## src/rtl/clock_pkg.sv

```systemverilog
// Shared types and helpers for the time display path: converter state
// encoding and the active-low 7-segment decoder.
package clock_pkg;

    typedef enum logic [1:0] {
        IDLE  = 2'd0,
        SHIFT = 2'd1,
        DONE  = 2'd2
    } b2b_state_t;

    localparam logic [6:0] SEG_BLANK = 7'h7F;

    // Active-low {g,f,e,d,c,b,a}; non-decimal codes go dark.
    function automatic logic [6:0] seg7_decode(input logic [3:0] digit);
        logic [6:0] seg;
        case (digit)
            4'd0:    seg = 7'b1000000;
            4'd1:    seg = 7'b1111001;
            4'd2:    seg = 7'b0100100;
            4'd3:    seg = 7'b0110000;
            4'd4:    seg = 7'b0011001;
            4'd5:    seg = 7'b0010010;
            4'd6:    seg = 7'b0000010;
            4'd7:    seg = 7'b1111000;
            4'd8:    seg = 7'b0000000;
            4'd9:    seg = 7'b0010000;
            default: seg = SEG_BLANK;
        endcase
        return seg;
    endfunction

endpackage

```

## src/rtl/bin2bcd_seq.sv

```systemverilog
// Free-running sequential double-dabble: 24-bit binary to 8 BCD digits,
// one conversion every 26 cycles (IDLE, 24 x SHIFT, DONE).
module bin2bcd_seq
    import clock_pkg::*;
(
    input  logic        clk,
    input  logic        rst,
    input  logic [23:0] bin,
    output logic [31:0] bcd,
    output logic        bcd_valid
);

    b2b_state_t  state_q, state_d;
    logic [55:0] sh_q, sh_d;
    logic [55:0] adj;
    logic [4:0]  cnt_q, cnt_d;
    logic [31:0] bcd_q, bcd_d;
    logic        valid_q, valid_d;

    // bcd/valid are loaded on the final shift edge so both appear together
    // during the DONE cycle.
    always_comb begin
        adj = sh_q;
        for (int k = 0; k < 8; k++) begin
            if (sh_q[24 + 4*k +: 4] >= 4'd5)
                adj[24 + 4*k +: 4] = sh_q[24 + 4*k +: 4] + 4'd3;
        end

        state_d = state_q;
        sh_d    = sh_q;
        cnt_d   = cnt_q;
        bcd_d   = bcd_q;
        valid_d = 1'b0;

        case (state_q)
            IDLE: begin
                sh_d    = {32'b0, bin};
                cnt_d   = 5'd0;
                state_d = SHIFT;
            end
            SHIFT: begin
                sh_d  = {adj[54:0], 1'b0};
                cnt_d = cnt_q + 5'd1;
                if (cnt_q == 5'd23) begin
                    state_d = DONE;
                    bcd_d   = sh_d[55:24];
                    valid_d = 1'b1;
                end
            end
            DONE: begin
                state_d = IDLE;
            end
            default: begin
                state_d = IDLE;
            end
        endcase
    end

    always_ff @(posedge clk) begin
        if (rst) begin
            state_q <= IDLE;
            sh_q    <= 56'd0;
            cnt_q   <= 5'd0;
            bcd_q   <= 32'd0;
            valid_q <= 1'b0;
        end else begin
            state_q <= state_d;
            sh_q    <= sh_d;
            cnt_q   <= cnt_d;
            bcd_q   <= bcd_d;
            valid_q <= valid_d;
        end
    end

    assign bcd       = bcd_q;
    assign bcd_valid = valid_q;

endmodule

```

## src/rtl/time_display_driver.sv

```systemverilog
// Converts the clock's binary time value to BCD and scans it onto the
// 8-digit multiplexed 7-segment display with HH.MM.SS dots.
module time_display_driver
    import clock_pkg::*;
#(
    parameter int CLK_FREQ_HZ   = 100_000_000,
    parameter int DIGIT_RATE_HZ = 1_000,
    parameter int NUM_DIGITS    = 8
) (
    input  logic        clk,
    input  logic        rst,
    input  logic [23:0] number,
    input  logic        blank_en,
    output logic [31:0] bcd,
    output logic        bcd_valid,
    output logic [7:0]  an,
    output logic [6:0]  seg,
    output logic        dp
);

    localparam int DIV   = CLK_FREQ_HZ / DIGIT_RATE_HZ;
    localparam int DW    = $clog2(DIV);
    localparam int IDX_W = $clog2(NUM_DIGITS);

    logic [31:0]      bcd_w;
    logic [DW-1:0]    div_q, div_d;
    logic [IDX_W-1:0] idx_q, idx_d;
    logic             tick;
    logic [3:0]       digit;
    logic             blank;
    logic [7:0]       an_q, an_d;
    logic [6:0]       seg_q, seg_d;
    logic             dp_q, dp_d;

    bin2bcd_seq u_conv (
        .clk       (clk),
        .rst       (rst),
        .bin       (number),
        .bcd       (bcd_w),
        .bcd_valid (bcd_valid)
    );

    always_comb begin
        tick  = (div_q == DW'(DIV - 1));
        div_d = tick ? '0 : div_q + 1'b1;
        idx_d = tick ? idx_q + 1'b1 : idx_q;

        // Display reads only the completed bcd, never the shift register.
        digit = bcd_w[{idx_q, 2'b00} +: 4];
        blank = blank_en && (bcd_w[31:24] == 8'h00) && (idx_q >= IDX_W'(6));
        an_d  = ~(8'b1 << idx_q);
        seg_d = blank ? SEG_BLANK : seg7_decode(digit);
        dp_d  = blank ? 1'b1 : !((idx_q == IDX_W'(2)) || (idx_q == IDX_W'(4)));
    end

    always_ff @(posedge clk) begin
        if (rst) begin
            div_q <= '0;
            idx_q <= '0;
            an_q  <= 8'hFF;
            seg_q <= SEG_BLANK;
            dp_q  <= 1'b1;
        end else begin
            div_q <= div_d;
            idx_q <= idx_d;
            an_q  <= an_d;
            seg_q <= seg_d;
            dp_q  <= dp_d;
        end
    end

    assign bcd = bcd_w;
    assign an  = an_q;
    assign seg = seg_q;
    assign dp  = dp_q;

endmodule

```

## config.mk

```make
export PLATFORM = sky130hd
export DESIGN_NAME = time_display_driver
export DESIGN_NICKNAME = d
export VERILOG_FILES = /design/src/rtl/clock_pkg.sv /design/src/rtl/bin2bcd_seq.sv /design/src/rtl/time_display_driver.sv
export SDC_FILE = /design/constraint.sdc
export NUM_CORES = 1
export LEC_CHECK = 0
export CAP_MARGIN = 20
export CORE_MARGIN = 10
export CORE_UTILIZATION = 40
export DETAILED_ROUTE_END_ITERATION = 8
export PLACE_DENSITY = 0.6
export SLEW_MARGIN = 20
export SYNTH_ARGS = -nofsm -noshare
export SYNTH_HDL_FRONTEND = slang
export SYNTH_SLANG_ARGS = --single-unit
```

## constraint.sdc

```tcl
create_clock -name clk -period 5.4 [get_ports clk]
set_clock_uncertainty 0.05 [all_clocks]
set_input_delay 1.08 -clock clk [delete_from_list [all_inputs] [get_ports clk]]
set_output_delay 1.08 -clock clk [all_outputs]
set_load 0.05 [all_outputs]
```

* Yosys cells after proc, flatten, opt, wreduce, memory -nomap -nowiden
Memories as Yosys holds them, arrays and structs flattened. A register that Yosys moved wholly into a read port is not among the register bits.
Cells that the tools add are included.
** Operators by class
- Add/subtract/negate cells :: 11
- $lt $le $gt $ge :: 9
- Eq/ne operators :: 6
- Shift operators :: 2
- Muxes and demuxes :: 13
- Bitwise operators :: 2
- Reductions and logical operators :: 11
** Operators by type and width (count)
- case mux 56 bit (2 select lines) :: 1
- greater-or-equal comparator 4 x 3 -> 1 bit, second input constant :: 8
- indexed part select 32 x 6 -> 4 bit :: 1
- adder 4 x 2 -> 4 bit, second input constant :: 7
- 2-to-1 mux 4 bit :: 7
- adder 17 x 1 -> 17 bit, second input constant :: 1
- equality test 17 bit, second input constant :: 1
- case mux 5 bit (2 select lines) :: 1
- logical NOT 8 bit :: 1
- inverter 8 bit :: 1
- << shifter 1 x 3 -> 8 bit, first input constant :: 1
- OR reduction 2 bit :: 3
- adder 5 x 1 -> 5 bit, second input constant :: 1
- equality test 5 bit, second input constant :: 1
- case mux 2 bit (2 select lines) :: 1
- adder 3 x 1 -> 3 bit, second input constant :: 1
- adder 3 x 2 -> 3 bit, second input constant :: 1
- equality test 3 x 2 -> 1 bit, second input constant :: 1
- equality test 3 bit, second input constant :: 1
- greater-or-equal comparator 3 bit, second input constant :: 1
- 2-to-1 mux 3 bit :: 1
- equality test 2 x 1 -> 1 bit, second input constant :: 1
- logical AND 1 bit :: 2
- logical NOT 2 bit :: 1
- 8 further kinds :: 8
** Storage, ports and cells
- Bits in registers :: 125
- Bits in read-only memories :: 112
- Input port bits :: 27
- Output and inout port bits :: 49
- Logic and storage cells :: 64
- Memories kept :: 1
** Memories
- (no name shown) :: words 16, bits a word 7, read ports 1, clocked after Yosys merged registers in 1, write ports 0, line clock_pkg.sv:16 : case (digit)

* Depth between registers and ports, before layout
Gate-level depths: netlist (run 1).
- Word-level depth :: 4
- Depth in mapped cells :: 9
- Gate-level depth less buffers :: 8

* Hierarchy
From an unflattened synthesis (run 1), not the netlist that was laid out.
** Second synthesis, totals
- Cells, all modules :: 670
- Area total of the unflattened synthesis :: 6284.8 sq um
** Modules (own cells, without submodules)
- bin2bcd_seq :: times used 1, cells an instance 482, area an instance 4381.7 sq um, seq. area each 1921.8 sq um
- time_display_driver :: times used 1, cells an instance 188, area an instance 1903.1 sq um, seq. area each 720.7 sq um

* Worst setup path after synthesis (run 1)
Ideal clock, no wire load.
- Kind :: input-to-reg
- From :: input port blank_en
- To :: register seg_q[0] (netlist: seg[0])
- Library setup time :: 0.142 ns
- Data arrival time :: 2.052 ns
- Data required time :: 5.208 ns
- Setup slack :: 3.157 ns
- Stages on the path :: 5
- Buffers on the path :: 0
- Cells stage by stage :: and2b_1 a41oi_1 nor2b_1 o21a_1 a31oi_1
** On the way
- Cells in the longest elaborated chain, start to end :: 3
** RTL lines
- start, declared :: line time_display_driver.sv:13 : input logic blank_en,
- logical AND 1 bit (2 in a row) :: line time_display_driver.sv:50 : blank = blank_en && (bcd_w[31:24] == 8'h00) && (idx_q >= IDX_W'(6));
- OR reduction 2 bit (no line)
- end, declared :: line time_display_driver.sv:32 : logic [6:0] seg_q, seg_d;
Every way passes these cells.
A chain may end at the register's enable or synchronous reset.

* Worst setup path after layout (run 1)
- From :: register u_conv.bcd_q[29] (netlist: u_conv.bcd[29])
- To :: output port bcd[29]
** RTL lines
- start, declared :: line bin2bcd_seq.sv:17 : logic [31:0] bcd_q, bcd_d;
- start signal, assigned :: line bin2bcd_seq.sv:64 : bcd_q <= 32'd0;
- start signal, assigned :: line bin2bcd_seq.sv:70 : bcd_q <= bcd_d;
- end, declared :: line time_display_driver.sv:14 : output logic [31:0] bcd,
No word-level cell between the ends.

==> results of run 1 <==
==> final timing paths <==
path / slack, ns / endpoint / depth (start not counted)
max: 2.57 / bcd[29] / 1
min: 0.41 / div_q[0]$_SDFF_PP0_ / 1
max reg2reg: 2.70 / seg[5]$_SDFF_PP1_ / 8
min reg2reg: 0.41 / div_q[0]$_SDFF_PP0_ / 1
==> power breakdown <==
part / total, mW / leakage, nW / switching (mW) / internal, mW
clock: 1.26 / 0.301 / 0.426 / 0.829
combinational: 0.101 / 1.54 / 0.0563 / 0.0443
sequential: 1.00 / 1.07 / 0.00933 / 0.991
==> cell type report <==
cell class | count | area, um^2 | share of cell area [%]
clock inverters | 13 | 206 | 2.71
flip-flops and latches | 132 | 2640 | 34.7
inverters | 27 | 101 | 1.33
multi-input cells | 511 | 3220 | 42.2
well taps | 188 | 235 | 3.09
clock buffers | 19 | 443 | 5.81
repair buffers | 79 | 776 | 10.2
==> logic make-up after synthesis <==
group	after synthesis	synth area share, %
AOI/OAI and AO/OA	125	11.6
xor gates and xnor gates	28	4.01
adders and majority gates	29	5.93
buffers and inverters	64	4.25
DFF	132	43.2
muxes	46	9.63
and+or+nand+nor	283	21.3
==> state kept, by name, summed over array words and instances (netlist names) <==
name,flops
u_conv.sh_q,56
u_conv.bcd,32
div_q,17
an,8
seg,7
u_conv.cnt_q,5
idx_q,3
u_conv.state_q,2
dp,1
u_conv.bcd_valid,1
==> metal layers <==
layer	global-route usage [%]	wire (um)	up-vias
met4	5.21	227	0
met1	17.8	6820	2339
met3	4.49	907	18
met5	0	0	-
met2	21.6	6180	125
li1	-	-	2524
==> per-stage QoR <==
step                      cells  hold WS (ns)
after detailed placement    937         0.405
after global routing        969         0.454
after global placement      937         0.392
final                       969         0.411
after floorplan             707         0.380
after CTS                   969         0.417
==> cell usage in the layout (no fill, tap or decap), drive strengths merged, types with 6 or more instances in the layout <==
| cell type | netlist | final |
|---|---|---|
| a211oi | 9 | 9 |
| a21oi | 65 | 65 |
| a22oi | 19 | 19 |
| clkbuf | 29 | 19 |
| clkdlybuf4s50 | 0 | 74 |
| dfxtp | 132 | 132 |
| ha | 29 | 29 |
| inv | 26 | 26 |
| mux2i | 36 | 36 |
| mux4 | 8 | 8 |
| nand2 | 72 | 72 |
| nand2b | 11 | 11 |
| nand3 | 12 | 12 |
| nor2 | 126 | 126 |
| nor2b | 11 | 11 |
| nor3 | 9 | 9 |
| nor3b | 23 | 23 |
| nor4 | 6 | 6 |
| o21ai | 26 | 26 |
| xnor2 | 18 | 18 |
| xor2 | 10 | 10 |
==> reports/results.tsv, run 1 <==
metric	value	unit
outcome	finished, final reports clean	
antenna_left	0	
reg2reg_from	idx_q[0]$_SDFFE_PP0N_	
crit_fanout	4	
finalHoldViolations	0	
cts_hold_buf	0	
firstDrtPassIters	4	
fin_util	50.5	%
synth_most_common_cell	dfxtp_1	
antenna_found_initial	0	
crit_family	buffers and inverters	
drive_above_1_share	6.15	%
rsz0062_at_grt	false	
drtIter0Drc	292	
netlist_area	0.00612	mm^2
grt_pass1_wl	23300	um
core-area	0.0151	mm^2
drc	0	
min_from	div_q[0]$_SDFF_PP0_	
vdd_drop_max	0.195	mV
synth_area_leaders	dfxtp_1, nor2_1, ha_1	
slew_headroom	27.6	%
clock_latency	0.41	ns
dpl_cell_area	0.00697	mm^2
synth_cell_types	41	
port_buffers	75	
preCtsSetupSlack	2.54	ns
place.gp.congestion	0.848	
synth_top_area_share	43.2	%
crit_chain	clkdlybuf4s50_1	
clkSinkCount	132	
dieArea	0.0206	mm^2
ys_ff_latch	132	
cp_data_arrival_time	1.70	ns
cp_data_required_time	4.27	ns
critPathKind	flop to output pin	
nets	824	
ctsResizeCount	0	
setup_tns	0	ns
place_hpwl	9760	um
fill_cells	1417	
fin_crit_sh	52.4	%
path_buf_inv	1	
synthArstFlopShare	0	%
cts_made_buffers	17	
avgRoutedWirePerCell	14.6	um
via_per_inst	5.17	
power	2.36	mW
rows	45	
syn_nets	763	
fmax	353	MHz
syn_avg_cell_area	8.65	um^2
clockBufferDepth	2	
post_cts_buffers	0	
slew_violations	0	
finalSetupViolations	0	
crit_start	u_conv.bcd[29]$_SDFFE_PP0P_	
hold_class	flop to flop	
end_kind	output pin	
die_h	144	um
yosys-top-cells-count	dfxtp_1, nor2_1, nand2_1, a21oi_1, mux2i_1	
drt_wl_total	14100	um
yosysTopAreaCell	dfxtp_1	
io_pins	76	
tightestPinTransition	1.09	ns
grt_max_degree	105	
grt.overflow.total	0	
min_period	2.83	ns
grt_pass1_vias	4867	
cts_tree	done	
areaGrowthSynthToFinish	24.6	%
htree_levels	4	
num_vias	5006	
yosys_warnings	0	
fin_area	0.00762	mm^2
die_w	144	um
synth_ff_type	dfxtp_1	
grt_use_total	14.0	%
critPathLaunchType	flop	
root_buffer	clkbuf_16	
syn_inst	707	
synth_seq_area_share	43.2	%
antennaDiodeCount	0	
initial_core_util	40.5	%
synth_edf_count	0	
p_leak	2.92	nW
crit_slowest_cell	clkdlybuf4s50_1	
max_stage_delay	0.85	ns
power_density	309	mW/mm^2
path_clk_slew	0.06	ns
layout_setup_ws	2.57	ns
maxCapViolCount	0	
(Power assumes the default switching activity.)
==> inputs of run 2 (changes only) <==
==> constraint.sdc (replaced) <==
create_clock -name clk -period 2.92 [get_ports clk]
set_clock_uncertainty 0.05 [all_clocks]
set_input_delay 0.584 -clock clk [delete_from_list [all_inputs] [get_ports clk]]
set_output_delay 0.584 -clock clk [all_outputs]
set_load 0.05 [all_outputs]
==> reports/results.tsv, run 2 (synthesis results as in run 1) <==
metric	value	unit
final_cell_mix	dfxtp_1, nor2_1, clkdlybuf4s50_1, nand2_1, a21oi_1	
busiest_layer	met2	
cp_data_required_time	3.17	ns
netSwitchingFraction	20.5	%
drc	0	
avgRoutedWirePerCell	15.1	um
clockPowerShare	51.9	%
io_pins	76	
max_stage_delay	0.69	ns
port_buffers	75	
rows	45	
fin_crit_sh	90.7	%
largest-register	u_conv.sh_q	
nets	828	
maxCapViolCount	0	
met3_usage	4.16	%
p_leak	2.93	nW
grt.met2_usage	23.1	%
multiInputGateArea	0.00321	mm^2
slew_violations	0	
crit_fanout	12	
clock_latency	0.42	ns
critPathLaunchType	flop	
final_common_cell	dfxtp_1	
drive_above_1_share	5.50	%
cts_made_buffers	17	
combinationalPowerShare	4.5	%
place.gp.congestion	0.824	
die_w	144	um
layout_setup_ws	0.271	ns
use_met1	18.5	%
outcome	finished, final reports clean	
p_int	3.38	mW
clkSinkCount	132	
net-switching-power	0.870	mW
root_buffer	clkbuf_16	
largest_reg_flops	56	
grt.overflow.total	0	
grt_max_degree	105	
placedCellCount	941	
finalNonFillerCells	970	
antenna_found_initial	0	
clockBufferDepth	2	
crit_slowest_cell	dfxtp_1	
antennaDiodeCount	0	
setup_tns	0	ns
min_period	2.65	ns
grt_use_total	14.6	%
grt_pass1_wl	24200	um
via_per_inst	5.15	
post_cts_buffers	0	
fin_area	0.00761	mm^2
num_vias	4994	
initial_core_util	40.5	%
preCtsSetupSlack	0.292	ns
crit_chain	mux4_1 -> mux2i_1 -> inv_1 -> ha_1 -> inv_1 -> mux2i_1 -> nor2_1 -> o21ai_1	
end_kind	flop	
dpl_cell_area	0.00701	mm^2
rsz0062_at_grt	false	
seqPwrFrac	43.6	%
finalHoldViolations	0	
tightestPinTransition	0.582	ns
grt_pass1_vias	4881	
areaGrowthSynthToFinish	24.4	%
cp_data_arrival_time	2.90	ns
vdd_drop_max	0.429	mV
slew_headroom	61.2	%
drtIter0Drc	343	
core-area	0.0151	mm^2
firstDrtPassIters	4	
fin_util	50.4	%
cts_hold_buf	0	
htree_levels	4	
critPathKind	flop to flop	
ctsResizeCount	0	
drt_wl_total	14700	um
path_clk_slew	0.06	ns
die_h	144	um
ff_latch_area	0.00264	mm^2
dieArea	0.0206	mm^2
hold_class	flop to flop	
fmax	378	MHz
cts_tree	done	
antenna_left	0	
place_hpwl	10200	um
finalSetupViolations	0	
fill_cells	1437	
power_density	558	mW/mm^2
## run 2: cell types whose count changed in the layout (fill, tap and decap cells not counted), sizes merged
cell      change
clkbuf        +5
clkinvlp      -5
buf           +4
clkinv        -2
bufinv        -1
## run 2: path summary, 6_finish.rpt
kind / cells past startpoint / start / slack [ns] / to
setup / recovery: 8 / idx_q[0]$_SDFFE_PP0N_ / 0.27 / seg[5]$_SDFF_PP1_
setup reg to reg: 8 / idx_q[0]$_SDFFE_PP0N_ / 0.27 / seg[5]$_SDFF_PP1_
hold / removal: 2 / u_conv.bcd[0]$_SDFFE_PP0P_ / 0.41 / u_conv.bcd[0]$_SDFFE_PP0P_
hold reg to reg: 2 / u_conv.bcd[0]$_SDFFE_PP0P_ / 0.41 / u_conv.bcd[0]$_SDFFE_PP0P_
## run 2: area by class of cell
type,instances,area share (%)
Clock inverter,5,1.64
Sequential cell,132,34.7
Timing Repair Buffer,83,10.8
Multi-Input combinational cell,511,42.2
Clock buffer,24,6.20
Inverter,27,1.33
Tap cell,188,3.09
## run 2: metal layers
| layer | up-vias | share of wire (%) | routed length [um] |
|---|---|---|---|
| met4 | 0 | 1.5 | 223 |
| met5 | - | 0 | 0 |
| met2 | 105 | 44 | 6380 |
| met1 | 2340 | 50 | 7310 |
| li1 | 2531 | - | - |
| met3 | 18 | 5.1 | 750 |
## run 2: worst max-delay path, delay by kind of cell, from the launching register on
family,cells,cell delay (ns)
mux,3,1.15
compound gates,1,0.07
buf+inv,2,0.25
simple gates,1,0.09
fa+ha+maj,1,0.23
flops,1,0.69
## run 2: metrics by stage
step                total power, mW  hold WS [ns]
detailed placement             2.08         0.415
CTS                            4.28         0.422
finish                         4.25         0.415
global route                   4.39         0.443
global placement               2.08         0.397
floorplan                      2.01         0.380
## run 2: power by group through the flow
| stage | Combinational, mW | Sequential (mW) | Clock (mW) |
|---|---|---|---|
| final | 0.190 | 1.85 | 2.21 |
| after global routing | 0.209 | 1.85 | 2.33 |
| after global placement | 0.188 | 1.89 | 0 |
| after CTS | 0.192 | 1.85 | 2.24 |
| after floorplan | 0.103 | 1.90 | 0 |
| after detailed placement | 0.192 | 1.89 | 0 |
